**config.mk**
```make
export PLATFORM = sky130hd
export DESIGN_NAME = gpk_prefix_adder
export DESIGN_NICKNAME = d
export VERILOG_FILES = /design/src/rtl/gpk_prefix_adder.sv
export SDC_FILE = /design/constraint.sdc
export NUM_CORES = 1
export LEC_CHECK = 0
export ABC_AREA = 0
export BUFFER_PORTS_ARGS = -buffer_cell sky130_fd_sc_hd__buf_4
export CAP_MARGIN = 40
export CORE_ASPECT_RATIO = 1.25
export CORE_MARGIN = 2
export CORE_UTILIZATION = 62
export CTS_BUF_LIST = sky130_fd_sc_hd__clkbuf_16
export DETAILED_ROUTE_END_ITERATION = 8
export HOLD_SLACK_MARGIN = 0.15
export PLACE_DENSITY_LB_ADDON = 0.12
export SLEW_MARGIN = 20
export SYNTH_ARGS = -nofsm -noshare
export SYNTH_HDL_FRONTEND = slang
export SYNTH_SLANG_ARGS = --single-unit
```
**constraint.sdc**
```tcl
create_clock -name clk -period 4.73 [get_ports clk]
set_input_delay 0.7095 -clock clk [delete_from_list [all_inputs] [get_ports clk]]
set_output_delay 0.7095 -clock clk [all_outputs]
set_load 0.005 [all_outputs]
```
**src/rtl/gpk_prefix_adder.sv**
```systemverilog
// Pipelined Kogge-Stone adder on g/p/k bit cells with valid/ready backpressure.
// Optional kill_all output (a==0 && b==0) is enabled by defining GPK_PREFIX_ADDER_KILL_EN.
module gpk_prefix_adder #(
    parameter int WIDTH      = 16,
    parameter int PIPE_EVERY = 2
) (
    input  logic             clk,
    input  logic             rst,
    input  logic             in_valid,
    output logic             in_ready,
    input  logic [WIDTH-1:0] a,
    input  logic [WIDTH-1:0] b,
    input  logic             cin,
    output logic             out_valid,
    input  logic             out_ready,
    output logic [WIDTH-1:0] sum,
    output logic             cout
`ifdef GPK_PREFIX_ADDER_KILL_EN
    ,
    output logic             kill_all
`endif
);

    localparam int L       = $clog2(WIDTH);
    localparam int PE_SAFE = (PIPE_EVERY > 0) ? PIPE_EVERY : 1;
    localparam int NSTAGE  = (PIPE_EVERY > 0) ? (1 + (L + PE_SAFE - 1) / PE_SAFE) : 1;

    // lv_*[l] is the state seen by prefix level l+1 (post-register where a stage boundary sits)
    logic [WIDTH-1:0] lv_g   [0:L];
    logic [WIDTH-1:0] lv_p   [0:L];
    logic [WIDTH-1:0] lv_bp  [0:L];
    logic             lv_cin [0:L];
`ifdef GPK_PREFIX_ADDER_KILL_EN
    logic             lv_kill [0:L];
    logic             kill0_s;
    assign kill0_s = &(~a & ~b);
`endif
    logic [NSTAGE:1]  en_s;
    logic [WIDTH-1:0] g0_s;
    logic [WIDTH-1:0] p0_s;

    assign g0_s = a & b;
    assign p0_s = a ^ b;

    if (PIPE_EVERY > 0) begin : g_s1
        logic [WIDTH-1:0] g_q;
        logic [WIDTH-1:0] p_q;
        logic             cin_q;
`ifdef GPK_PREFIX_ADDER_KILL_EN
        logic             kill_q;
        // Stage-1 kill flag register
        always_ff @(posedge clk or posedge rst) begin
            if (rst)          kill_q <= 1'b0;
            else if (en_s[1]) kill_q <= kill0_s;
        end
        assign lv_kill[0] = kill_q;
`endif
        // Stage-1 bit-cell register
        always_ff @(posedge clk or posedge rst) begin
            if (rst) begin
                g_q   <= '0;
                p_q   <= '0;
                cin_q <= 1'b0;
            end else if (en_s[1]) begin
                g_q   <= g0_s;
                p_q   <= p0_s;
                cin_q <= cin;
            end
        end
        assign lv_g[0]   = g_q;
        assign lv_p[0]   = p_q;
        assign lv_bp[0]  = p_q;
        assign lv_cin[0] = cin_q;
    end else begin : g_c0
        assign lv_g[0]   = g0_s;
        assign lv_p[0]   = p0_s;
        assign lv_bp[0]  = p0_s;
        assign lv_cin[0] = cin;
`ifdef GPK_PREFIX_ADDER_KILL_EN
        assign lv_kill[0] = kill0_s;
`endif
    end

    for (genvar l = 1; l <= L; l++) begin : g_lvl
        localparam int D = 1 << (l - 1);
        logic [WIDTH-1:0] g_s;
        logic [WIDTH-1:0] p_s;

        // One Kogge-Stone level: (G,P) o (G',P') at distance D
        always_comb begin
            g_s = lv_g[l-1];
            p_s = lv_p[l-1];
            for (int i = D; i < WIDTH; i++) begin
                g_s[i] = lv_g[l-1][i] | (lv_p[l-1][i] & lv_g[l-1][i-D]);
                p_s[i] = lv_p[l-1][i] & lv_p[l-1][i-D];
            end
        end

        if ((PIPE_EVERY > 0) && ((l % PE_SAFE) == 0) && (l < L)) begin : g_reg
            localparam int S = 1 + l / PE_SAFE;
            logic [WIDTH-1:0] g_q;
            logic [WIDTH-1:0] p_q;
            logic [WIDTH-1:0] bp_q;
            logic             cin_q;
`ifdef GPK_PREFIX_ADDER_KILL_EN
            logic             kill_q;
            // Intermediate kill flag register
            always_ff @(posedge clk or posedge rst) begin
                if (rst)          kill_q <= 1'b0;
                else if (en_s[S]) kill_q <= lv_kill[l-1];
            end
            assign lv_kill[l] = kill_q;
`endif
            // Intermediate prefix-stage register
            always_ff @(posedge clk or posedge rst) begin
                if (rst) begin
                    g_q   <= '0;
                    p_q   <= '0;
                    bp_q  <= '0;
                    cin_q <= 1'b0;
                end else if (en_s[S]) begin
                    g_q   <= g_s;
                    p_q   <= p_s;
                    bp_q  <= lv_bp[l-1];
                    cin_q <= lv_cin[l-1];
                end
            end
            assign lv_g[l]   = g_q;
            assign lv_p[l]   = p_q;
            assign lv_bp[l]  = bp_q;
            assign lv_cin[l] = cin_q;
        end else begin : g_pass
            assign lv_g[l]   = g_s;
            assign lv_p[l]   = p_s;
            assign lv_bp[l]  = lv_bp[l-1];
            assign lv_cin[l] = lv_cin[l-1];
`ifdef GPK_PREFIX_ADDER_KILL_EN
            assign lv_kill[l] = lv_kill[l-1];
`endif
        end
    end

    logic [WIDTH-1:0] carry_s;
    logic [WIDTH-1:0] sum_s;
    logic             cout_s;

    // cin acts as the group generate of position -1: c[i] = G[i-1:0] | P[i-1:0]&cin
    always_comb begin
        carry_s    = '0;
        carry_s[0] = lv_cin[L];
        for (int i = 1; i < WIDTH; i++) begin
            carry_s[i] = lv_g[L][i-1] | (lv_p[L][i-1] & lv_cin[L]);
        end
    end
    assign sum_s  = lv_bp[L] ^ carry_s;
    assign cout_s = lv_g[L][WIDTH-1] | (lv_p[L][WIDTH-1] & lv_cin[L]);

    if (PIPE_EVERY > 0) begin : g_out
        logic [NSTAGE:1]  v_q;
        logic [NSTAGE:1]  v_d;
        logic [WIDTH-1:0] sum_q;
        logic             cout_q;

        // A stage loads when it or any stage downstream is empty, or the output drains
        for (genvar s = 1; s <= NSTAGE; s++) begin : g_en
            assign en_s[s] = out_ready | ~(&v_q[NSTAGE:s]);
        end

        // Valid-chain next state
        always_comb begin
            v_d = v_q;
            if (en_s[1]) v_d[1] = in_valid;
            else         v_d[1] = v_q[1];
            for (int s = 2; s <= NSTAGE; s++) begin
                if (en_s[s]) v_d[s] = v_q[s-1];
                else         v_d[s] = v_q[s];
            end
        end

        // Valid-chain register
        always_ff @(posedge clk or posedge rst) begin
            if (rst) v_q <= '0;
            else     v_q <= v_d;
        end

        // Final stage: sum/cout register drives the outputs directly
        always_ff @(posedge clk or posedge rst) begin
            if (rst) begin
                sum_q  <= '0;
                cout_q <= 1'b0;
            end else if (en_s[NSTAGE]) begin
                sum_q  <= sum_s;
                cout_q <= cout_s;
            end
        end
`ifdef GPK_PREFIX_ADDER_KILL_EN
        logic kill_q;
        // Final-stage kill flag register
        always_ff @(posedge clk or posedge rst) begin
            if (rst)               kill_q <= 1'b0;
            else if (en_s[NSTAGE]) kill_q <= lv_kill[L];
        end
        assign kill_all = kill_q;
`endif
        assign in_ready  = en_s[1];
        assign out_valid = v_q[NSTAGE];
        assign sum       = sum_q;
        assign cout      = cout_q;
    end else begin : g_comb
        assign en_s      = '1;
        assign in_ready  = out_ready;
        assign out_valid = in_valid;
        assign sum       = sum_s;
        assign cout      = cout_s;
`ifdef GPK_PREFIX_ADDER_KILL_EN
        assign kill_all  = lv_kill[L];
`endif
    end

endmodule
```
==> results.tsv <==
metric	value	unit
status	finished, final reports clean	
cts.sinks	101	
fp.dieW	80.88	µm
grt_util_met1	33.83	%
synthesized_cell_area	0.004581	mm²
critPathMaxFanout	37	
synth_nets	464	
most_common_cell_in_the_netlist	sky130_fd_sc_hd__dfrtp_1	
cts_tree	yes	
synth_top_cells_by_count	sky130_fd_sc_hd__dfrtp_1 (101), sky130_fd_sc_hd__nand2_1 (94), sky130_fd_sc_hd__o21ai_0 (29)	
antenna_found_initial	0	
routed_wirelength	8807	µm
detailedRoute.firstPassIterationCount	4	
die_area	0.008096	mm²
synthCells	410	
max-slew-margin-rel	48.05	%
dpl_hpwl	6281	µm
num-fill-cells	536	
vias_in_the_first_global_route	3059	
worst_skew_pair.late_latency	340	ps
clock_input_transition_at_the_sequential_cells_of_the_worst_setup_and_hold_paths	60	ps
synth.area.top_cells	sky130_fd_sc_hd__dfrtp_1 (55%), sky130_fd_sc_hd__mux2_4 (7.9%), sky130_fd_sc_hd__nand2_1 (7.7%)	
cts.repair_timing.setup_buffer_count	0	
grt.total_usage	24.03	%
synth-seq-area-share	55.18	%
largest_buffer_count_on_any_clock_path	2	
hold_class	input port to async pin	
final_nets	515	
grt_util_met3	3.777	%
synth_seq_cells	101	
timing.critical_path.from_type	input port	
synthToLayoutAreaGrowth	15.54	%
vdd_drop_max	0.0002889	V
post-route-period-util	59.98	%
layout_min_cycle_time	2837	ps
rsz_0062_raised_after_global_routing	false	
floorplan.initialDensity	63.01	%
final.setup_skew	9.141	ps
final_antenna_net_count	0	
p_per_area	433.7	mW/mm²
share_of_cells_above_drive_strength_1	23.18	%
groute.layer.met2.usage	37.38	%
syn-mean-instance-area	11.17	µm²
port_buffers	55	
finalWeightedCongestion	0.8540	
number_of_gates_given_a_new_drive_strength_after_cts	0	
synth_top_area_cell	sky130_fd_sc_hd__dfrtp_1	
holdWs	476.9	ps
htree_levels	3	
worst-setup-path-type	input port to output port	
synthArstFlopShare	100.0	%
cap_viol_max_count	0	
core-area	0.007269	mm²
r2r.worst_path.cells	4	
setup_viol	0	
cts-hold-fix-buffers	0	
floorplan.die.height	100.1	µm
grt_first_pass_wirelength	14680	µm
num_antenna_cells	0	
synth_flop_cell	sky130_fd_sc_hd__dfrtp_1	
io-pin-count	56	
clock-root-buffer	sky130_fd_sc_hd__clkbuf_16	
detail_route.drc_violations	0	
synth_top_area_share	55.18	%
dr_total_vias	3163	
post_synth_num_cell_types	33	
worst_ep_required_time	4020	ps
fmax	352.5	MHz
numCtsBuffers	9	
cellLeakagePower	2.579	nW
drt_first_iter_violations	266	
timing_max_transition_violations_final	0	
critical_path_arrival	2130	ps
globalRoute.busiestLayer	met2	
routedWlPerCell	15.78	µm
setup_total_negative_slack	0	ps
cp-end-kind	output port	
rows	35	
report.final.hold_viol_count	0	
via_per_inst	5.668	
tightestPinTransition	779.2	ps
grt-ovfl-total	0	
grt_max_degree	60	
yosysWarningCount	0	
synth_enable_flop_cells	0	
[worst max-delay path: stages]
cell and delay [ps]:
sky130_fd_sc_hd__buf_4 120, sky130_fd_sc_hd__nor2b_2 90, sky130_fd_sc_hd__buf_4 310, sky130_fd_sc_hd__nand3_4 530
sky130_fd_sc_hd__buf_4 350
[power by group]
| group | switching [mW] | internal [mW] | total (mW) |
|---|---|---|---|
| Clock | 0.300 | 0.348 | 0.648 |
| Combinational | 0.226 | 0.257 | 0.483 |
| Sequential | 0.141 | 1.02 | 1.16 |
| Total | 0.666 | 1.63 | 2.30 |
[state kept, by name (all words and copies together) (netlist names)]
signal,flops
cout,1
g_out.v_q,3
g_lvl.g_reg.cin_q,1
g_s1.p_q,16
g_lvl.g_reg.p_q,16
g_lvl.g_reg.g_q,16
g_s1.g_q,16
g_s1.cin_q,1
sum,16
g_lvl.g_reg.bp_q,15
[final timing paths]
kind                               from  slack [ps]                endpoint
min                                 rst         480                  sum[8]
min in group clk                sum[12]         480                 sum[12]
max in group asynchronous           rst        3270  g_lvl[2].g_reg.g_q[10]
max reg2reg                g_out.v_q[3]        2760            g_s1.g_q[15]
max                           out_ready        1890                in_ready
min reg2reg                     sum[12]         480                 sum[12]
[layout by cell type, fill, tap and decap left out, types with 2 or more instances in the layout]
cell	n
sky130_fd_sc_hd__a21oi_1	25
sky130_fd_sc_hd__clkinv_2	2
sky130_fd_sc_hd__o31ai_1	5
sky130_fd_sc_hd__nand4_1	4
sky130_fd_sc_hd__xnor2_1	4
sky130_fd_sc_hd__o21a_1	11
sky130_fd_sc_hd__o21bai_1	6
sky130_fd_sc_hd__inv_1	7
sky130_fd_sc_hd__buf_4	59
sky130_fd_sc_hd__nand3_1	3
sky130_fd_sc_hd__or2_2	2
sky130_fd_sc_hd__nand3b_1	2
sky130_fd_sc_hd__mux2_4	24
sky130_fd_sc_hd__clkinv_1	3
sky130_fd_sc_hd__dfrtp_1	101
sky130_fd_sc_hd__nand2_1	94
sky130_fd_sc_hd__nor2_1	6
sky130_fd_sc_hd__a211o_1	3
sky130_fd_sc_hd__ha_1	17
sky130_fd_sc_hd__o21ai_0	29
sky130_fd_sc_hd__mux2_2	8
sky130_fd_sc_hd__a31oi_1	5
sky130_fd_sc_hd__a21o_1	5
sky130_fd_sc_hd__xor2_1	11
sky130_fd_sc_hd__clkbuf_16	9
sky130_fd_sc_hd__or3_1	3
sky130_fd_sc_hd__a211oi_1	2
sky130_fd_sc_hd__o211ai_1	9
[final cells by class]
class                           count  area (µm²)  share of cell area [%]
Inverter                            7       28.78                  0.5437
Tap cell                           92       115.1                   2.175
Clock buffer                        9       225.2                   4.255
Clock inverter                      7       33.78                  0.6383
Timing Repair Buffer               59       442.9                   8.369
Multi-Input combinational cell    283        1919                   36.26
Sequential cell                   101        2527                   47.75
[metal layers]
layer	wire [µm]	part of all wire (%)
met5	0	0
met4	204	2.3
met3	445	5.1
met2	4178	47
met1	3979	45
[through the flow]
step	cell area, µm²	instances	util [%]	setup slack, ps	total power [mW]
2_1_floorplan	4581	410	-	1373	1.453
6_report	5293	558	72.81	1893	2.295
4_1_cts	5293	558	72.81	1866	2.309
5_1_grt	5293	558	72.81	1742	2.417
3_3_place_gp	5034	542	69.24	1896	1.646
3_5_place_dp	5034	542	69.24	1866	1.666
[kinds of logic (layout without fill, tap and decap cells)]
family,count (synthesis),after routing,share of synthesized area [%]
AOI/OAI and AO/OA,101,101,13.58
DFF,101,101,55.18
muxes,32,32,9.834
xor gates and xnor gates,15,15,2.868
buffers and inverters,26,82,2.977
and+or+nand+nor,118,118,10.93
adders and majority gates,17,17,4.643
(Power assumes the default switching activity.)
